`src/rtl/jk_pkg.sv`:
```
// Shared types and the J/K excitation encoder for the JK flip-flop driver.
package jk_pkg;

  localparam int JK_STYLE_SR  = 0;
  localparam int JK_STYLE_TGL = 1;

  typedef struct packed {
    logic j;
    logic k;
  } jk_enc_t;

  // Excitation needed to move a JK flip-flop from state q to target b.
  function automatic jk_enc_t jk_encode(input logic q, input logic b, input int style);
    jk_enc_t e;
    e = '{j: 1'b0, k: 1'b0};
    if (q != b) begin
      if (style == JK_STYLE_TGL) begin
        e = '{j: 1'b1, k: 1'b1};
      end else begin
        e.j = b;
        e.k = q;
      end
    end
    return e;
  endfunction

endpackage

```
`src/rtl/jk_bit_fifo.sv`:
```
// Single-bit-wide FIFO of DEPTH entries (power of two); push is refused when full.
module jk_bit_fifo #(
  parameter int DEPTH = 4
) (
  input  logic clk,
  input  logic rst_n,
  input  logic push,
  input  logic pop,
  input  logic din,
  output logic dout,
  output logic full,
  output logic empty
);

  localparam int AW = $clog2(DEPTH);
  localparam logic [AW-1:0] PTR_ONE  = 1;
  localparam logic [AW:0]   CNT_ONE  = 1;
  localparam logic [AW:0]   CNT_FULL = (AW+1)'(DEPTH);

  logic [DEPTH-1:0] mem;
  logic [AW-1:0]    wr_ptr, rd_ptr;
  logic [AW:0]      count;
  logic             push_ok, pop_ok;

  assign full    = (count == CNT_FULL);
  assign empty   = (count == '0);
  assign push_ok = push && !full;
  assign pop_ok  = pop && !empty;
  assign dout    = mem[rd_ptr];

  // NOTE: storage carries no reset; the occupancy count alone decides what is valid.
  always_ff @(posedge clk) begin
    if (push_ok) mem[wr_ptr] <= din;
  end

  always_ff @(posedge clk or negedge rst_n) begin
    if (!rst_n) begin
      wr_ptr <= '0;
      rd_ptr <= '0;
      count  <= '0;
    end else begin
      if (push_ok) wr_ptr <= wr_ptr + PTR_ONE;
      if (pop_ok)  rd_ptr <= rd_ptr + PTR_ONE;
      case ({push_ok, pop_ok})
        2'b10:   count <= count + CNT_ONE;
        2'b01:   count <= count - CNT_ONE;
        default: count <= count;
      endcase
    end
  end

endmodule

```
`src/rtl/jk_excite_drv.sv`:
```
// Converts a stream of target Q bits into registered J/K drive for a JK flip-flop.
// Optional feedback check of q_fb against issued bits: define JK_EXCITE_DRV_CHECK_EN.
module jk_excite_drv
  import jk_pkg::*;
#(
  parameter int DEPTH        = 4,
  parameter int TOGGLE_STYLE = JK_STYLE_SR
) (
  input  logic clk,
  input  logic rst_n,
  input  logic in_valid,
  output logic in_ready,
  input  logic in_bit,
  output logic J,
  output logic K,
  input  logic q_fb,
`ifdef JK_EXCITE_DRV_CHECK_EN
  input  logic err_clr,
  output logic err,
`endif
  output logic busy
);

  logic    fifo_full, fifo_empty, fifo_dout;
  logic    pop;
  logic    q_exp;
  jk_enc_t enc;

  assign in_ready = !fifo_full;
  assign pop      = !fifo_empty;

  jk_bit_fifo #(.DEPTH(DEPTH)) u_fifo (
    .clk   (clk),
    .rst_n (rst_n),
    .push  (in_valid && in_ready),
    .pop   (pop),
    .din   (in_bit),
    .dout  (fifo_dout),
    .full  (fifo_full),
    .empty (fifo_empty)
  );

  always_comb enc = jk_encode(q_exp, fifo_dout, TOGGLE_STYLE);

  // NOTE: state registers use non-blocking assignments so every flop samples pre-edge values.
  always_ff @(posedge clk or negedge rst_n) begin
    if (!rst_n) begin
      J     <= 1'b0;
      K     <= 1'b0;
      q_exp <= 1'b0;
    end else if (pop) begin
      J     <= enc.j;
      K     <= enc.k;
      q_exp <= fifo_dout;
    end else begin
      J     <= 1'b0;
      K     <= 1'b0;
    end
  end

`ifdef JK_EXCITE_DRV_CHECK_EN
  // Stage 0 holds the bit issued last edge; stage 1 meets the flip-flop's settled Q.
  logic [1:0] chk_vld;
  logic [1:0] chk_bit;
  logic       mismatch;

  assign mismatch = chk_vld[1] && (q_fb != chk_bit[1]);

  always_ff @(posedge clk or negedge rst_n) begin
    if (!rst_n) begin
      chk_vld <= '0;
      chk_bit <= '0;
      err     <= 1'b0;
    end else begin
      chk_vld <= {chk_vld[0], pop};
      chk_bit <= {chk_bit[0], fifo_dout};
      if (err_clr)       err <= 1'b0;
      else if (mismatch) err <= 1'b1;
    end
  end

  assign busy = !fifo_empty || (|chk_vld);
`else
  logic unused_q_fb;
  assign unused_q_fb = q_fb;
  assign busy        = !fifo_empty;
`endif

endmodule

```
`config.mk`:
```
export PLATFORM = sky130hd
export DESIGN_NAME = jk_excite_drv
export DESIGN_NICKNAME = d
export VERILOG_FILES = /design/src/rtl/jk_pkg.sv /design/src/rtl/jk_bit_fifo.sv /design/src/rtl/jk_excite_drv.sv
export SDC_FILE = /design/constraint.sdc
export NUM_CORES = 1
export LEC_CHECK = 0
export BUFFER_PORTS_ARGS = -buffer_cell sky130_fd_sc_hd__buf_2
export CAP_MARGIN = 25
export CORE_MARGIN = 5
export CORE_UTILIZATION = 45
export CTS_CLUSTER_DIAMETER = 100
export DETAILED_ROUTE_END_ITERATION = 8
export PLACE_DENSITY = 0.61
export SYNTH_ARGS = -nofsm -noshare
export SYNTH_HDL_FRONTEND = slang
export SYNTH_HIERARCHICAL = 1
export SYNTH_SLANG_ARGS = --single-unit
```
`constraint.sdc`:
```
create_clock -name clk -period 5.1 [get_ports clk]
set_clock_uncertainty 0.1 [all_clocks]
set_input_delay 0.255 -clock clk [delete_from_list [all_inputs] [get_ports clk]]
set_output_delay 0.255 -clock clk [all_outputs]
set_load 0.05 [all_outputs]
```
# == Word-level counts from Yosys, hierarchy flattened ==
# Cells that the tools add are included.
# totals
ff_bits,14
output_inout_bits,4
word_cells,34
in_bits,5
# op_classes
n_lt_le_gt_ge,3
addsub,4
n_eq_ne,4
n_reduce_logical,7
muxes,9
# ops
op,count
$lt A2 B3 Y1 const B,2
$pmux W3 S2,1
$add A2 B1 Y2 const B,2
$bwmux W4,1
$mux W1,4
$add A3 B1 Y3 const B,1
$eq A3 B3 Y1 const B,1
$logic_and A1 B1 Y1,3
$logic_not A3 Y1,1
$sub A3 B1 Y3 const B,1
$bmux W1 S2,1
$demux W1 S2,1
$eq A2 B1 Y1 const B,1
$eq A2 B2 Y1 const B,1
$ge A2 B1 Y1 const B,1
$logic_not A1 Y1,2
$mux W2,1
$reduce_bool A2 Y1,1
$ne A1 B1 Y1,1

# == Longest topological paths before layout ==
# logic_depth
depth_word,6
ltp_mapped,10

# == Hierarchy ==
# Netlist, hierarchy kept.
# modules_own_cells
mod,n_inst,cells_per_inst,area_per_inst_um2
jk_bit_fifo,1,42,583.1
jk_excite_drv,1,9,118.9

# == Worst setup path before layout ==
# Ideal clock, no wire load.
# synth_path
kind,register to register
from,register u_fifo.count[0]
to,register u_fifo.count[2]
arrival_ps,2117
synth_period_minus_slack_ps,2342
path_stages_with_launch,10
slack_ps,2758
cell_sequence,dfrtp_1 nor3_1 inv_1 o31a_2 ha_1 inv_1 fa_1 xor2_1 nor2_1 xor2_1
# synth_via
word_cells_on_any_way,12
# synth_lines
element,line,text
from (decl),jk_bit_fifo.sv:22,logic [AW:0] count;
from (signal assigned),jk_bit_fifo.sv:45,2'b10: count <= count + CNT_ONE;
from (signal assigned),jk_bit_fifo.sv:46,2'b01: count <= count - CNT_ONE;
from (signal assigned),jk_bit_fifo.sv:47,default: count <= count;
$logic_not A3 Y1 (*),jk_bit_fifo.sv:26,assign empty = (count == '0);
named net fifo_empty,jk_excite_drv.sv:24,"logic fifo_full, fifo_empty, fifo_dout;"
$logic_not A1 Y1 (*),-,
named net busy,jk_excite_drv.sv:21,output logic busy
$eq A2 B1 Y1 or $eq A2 B2 Y1 (tied branches),jk_bit_fifo.sv:44,"case ({push_ok, pop_ok})"
$pmux W3 S2 or $reduce_bool A2 Y1 (tied branches),-,
# Mark *: on every way through the listed nets, which the timed path passes. The rest lies on a longest branch.
# A chain may end at the register's enable or synchronous reset.

# == Worst setup path in the final report ==
# layout_path
from,register u_fifo.count[0]
to,register u_fifo.count[2]
# layout_via
elab_chain_len,6
word_cells_on_any_way,12
# layout_rtl
element,line,text
$eq A3 B3 Y1 (*),jk_bit_fifo.sv:25,assign full = (count == CNT_FULL);
named net fifo_full,jk_excite_drv.sv:24,
$logic_not A1 Y1 (*),"jk_bit_fifo.sv:27, jk_excite_drv.sv:29",
$logic_and A1 B1 Y1,jk_excite_drv.sv:35,".push (in_valid && in_ready),"
$logic_and A1 B1 Y1 (*),jk_bit_fifo.sv:27,assign push_ok = push && !full;
$eq A2 B1 Y1 or $eq A2 B2 Y1 (tied branches),jk_bit_fifo.sv:44,
$pmux W3 S2 or $reduce_bool A2 Y1 (tied branches),-,
# Marked as above.

==> out/metrics.yaml <==
die:
  dieWidth_um: 49.50
  die_y_um: 49.50
  rows: 14
  die_area_mm2: 0.002450
  ios: 9
  initial_core_util: 0.4714
  core_area_mm2: 0.001489
clocking:
  path_clk_slew_ps: 80
  clkLatencyLatePin_ps: 260
  cts_sinks: 14
  cts_buffer_depth: 2
  root_buffer: "clkbuf_4"
  cts_buffers: 3
  cts_tree: "done"
  ctsHtreeMaxLevel: 1
  ctsResizeCount: 0
synth:
  syn_area_um2: 701.9
  ys_warn_count: 6
  avgSynthCellArea_um2: 13.76
  ys_seq_elements: 14
  synth-seq-area-share: 0.5276
  postSynthCellCount: 51
  synth-edff-count: 4
  synth_nets: 62
  ys_types: 20
  synthFlopType: "dfrtp_1"
  async_flop_share: 0.7143
setup_path:
  cp-end-kind: "flop"
  cp_max_fo: 7
  crit_path_start_kind: "flop"
  cp_cell_sequence: "nor3b_4 -> nor2b_1 -> nor2b_4 -> inv_1 -> ha_1 -> inv_1 -> fa_1 -> xor2_1 -> nor2_1 -> xor2_1"
  arrival_ps: 2310
  cpMaxStageDelayCell: "dfrtp_1"
  worst-path-buf-inv: 2
  cp_top_family: "simple AND/OR/NAND/NOR gates"
  crit_required_ps: 5200
  worstSetupPathType: "reg2reg"
  slowest_delay_ps: 460
sta:
  fin_crit_ps: 2215
  worst_pin_slew_ps: 491.3
  slew_headroom: 0.6699
  rsz0062_at_grt: "no"
  setup_viol: 0
  fin_crit_sh: 0.4343
  setup_total_negative_slack_ps: 0
  hold_violations: 0
  drv_slew: 0
  fmax_mhz: 451.5
grt:
  grt_first_pass_wirelength_um: 1559
  track_usage: 0.08129
  antenna_found_initial: 0
  grt-ovfl-total: 0
  grt_pass1_vias: 362
  grt_max_degree: 11
placed_design:
  gp_congestion: 0.6649
  port_buffers: 7
  dp_cells: 74
  placed_cell_area_um2: 757.0
  dpl.hpwl_um: 692.4
power:
  p_per_area_mw_per_mm2: 692.0
  leakagePower_nw: 0.3677
  total_power_uw: 548.9
  ir_worst_vdd_mv: 0.4045
layout:
  finalNetCount: 75
  design_area_um2: 793.3
  final-instance-count-excl-fill: 79
  final_cell_mix: "dfrtp_1 (10), inv_1 (8), buf_2 (7), ha_1 (5), edfxtp_1 (4)"
  area_growth_pct: 13.01
  final_common_cell: "dfrtp_1"
  drive_above_1_share: 0.2857
  antenna_cells: 0
drt:
  dr.first_iter.drc_count: 1
  firstDrtPassIters: 2
  postRouteAntennaNets: 0
  vias: 364
  wire_per_inst_um: 11.24
  routed_wirelength_um: 888
  routed_via_density: 4.608
  drc: 0
hold_path:
  min_path_type: "in2reg"
job:
  cap_viol_max_count: 0
outcome:
  status: "finished clean"
[cells by family after synthesis]
group / Yosys count / share of synthesized area
AO/OA/AOI/OAI: 1 / 0.01426
multiplexers: 4 / 0.08913
buffers and inverters: 8 / 0.04278
XOR/XNOR: 6 / 0.07488
adder cells (fa/ha/maj): 6 / 0.1176
flip-flops: 14 / 0.5276
AND/OR/NAND/NOR: 12 / 0.1337
[power breakdown]
part,total [mW],internal (mW),switching [mW]
Combinational,0.279,0.132,0.147
Clock,0.0632,0.0302,0.0330
Sequential,0.207,0.167,0.0400
[flip-flops by register name, summed over array words and instances, names as in the netlist]
signal         count
u_fifo/wr_ptr      2
u_fifo/count       3
u_fifo/mem         4
K                  1
J                  1
u_fifo/rd_ptr      2
q_exp              1
[cells in the mapped netlist (all sizes together), types with 2 or more instances]
cell    instances  area share
and2            4       0.039
nor3b           3       0.048
xnor2           3       0.037
mux2            2       0.043
dfrtp          10        0.36
xor2            3       0.037
edfxtp          4        0.17
ha              5       0.089
inv             8       0.043
nor2b           2       0.029
[per-layer routing]
metal,track usage,wire length [µm],up-vias
met3,0.03916,44,0
met5,0,0,-
met4,0,0,0
li1,-,-,187
met2,0.1330,426,4
met1,0.1042,418,173
[final timing paths]
check	from	to	slack (ps)	cells after the start
worst max register to register	u_fifo/count[0]	u_fifo/count[2]	2890	10
worst min register to register	q_exp	J	380	1
worst max-delay path	u_fifo/count[0]	u_fifo/count[2]	2890	10
max in group asynchronous	rst_n	u_fifo/wr_ptr[1]	4440	2
worst min-delay path	in_bit	u_fifo/mem[3]	110	1
min in group asynchronous	rst_n	u_fifo/rd_ptr[1]	270	2
[worst register-to-register path: cells and delay by family (launching register included)]
kind                       cells  cell delay (ps)
and+or+nand+nor                4              620
adders and majority gates      2              550
DFF                            1              460
xor gates and xnor gates       2              300
buffers and inverters          2              130
[cell type report]
cell class | instances | area (µm²)
fillers | 128 | 695.7
flip-flops and latches | 14 | 370.4
multi-input cells | 29 | 301.5
repair buffers | 8 | 45.04
inverters | 8 | 30.03
clock buffers | 4 | 26.28
well taps | 16 | 20.02
[metrics by stage]
stage	setup WS (ps)	hold WS [ps]	utilization
6_report	2885	107.4	0.5328
5_1_grt	2669	94.90	0.5328
4_1_cts	2865	98.36	0.5328
3_5_place_dp	2896	27.06	0.5084
3_3_place_gp	2913	31.59	0.5084
2_1_floorplan	2758	-140.6	-
[what timing repair did]
| item | in CTS | in global routing |
|---|---|---|
| hold buffers | 1 | 0 |
| buffers inserted | 0 | 0 |
| endpoints found under the hold margin | 10 | 0 |
(Power assumes the default switching activity.)
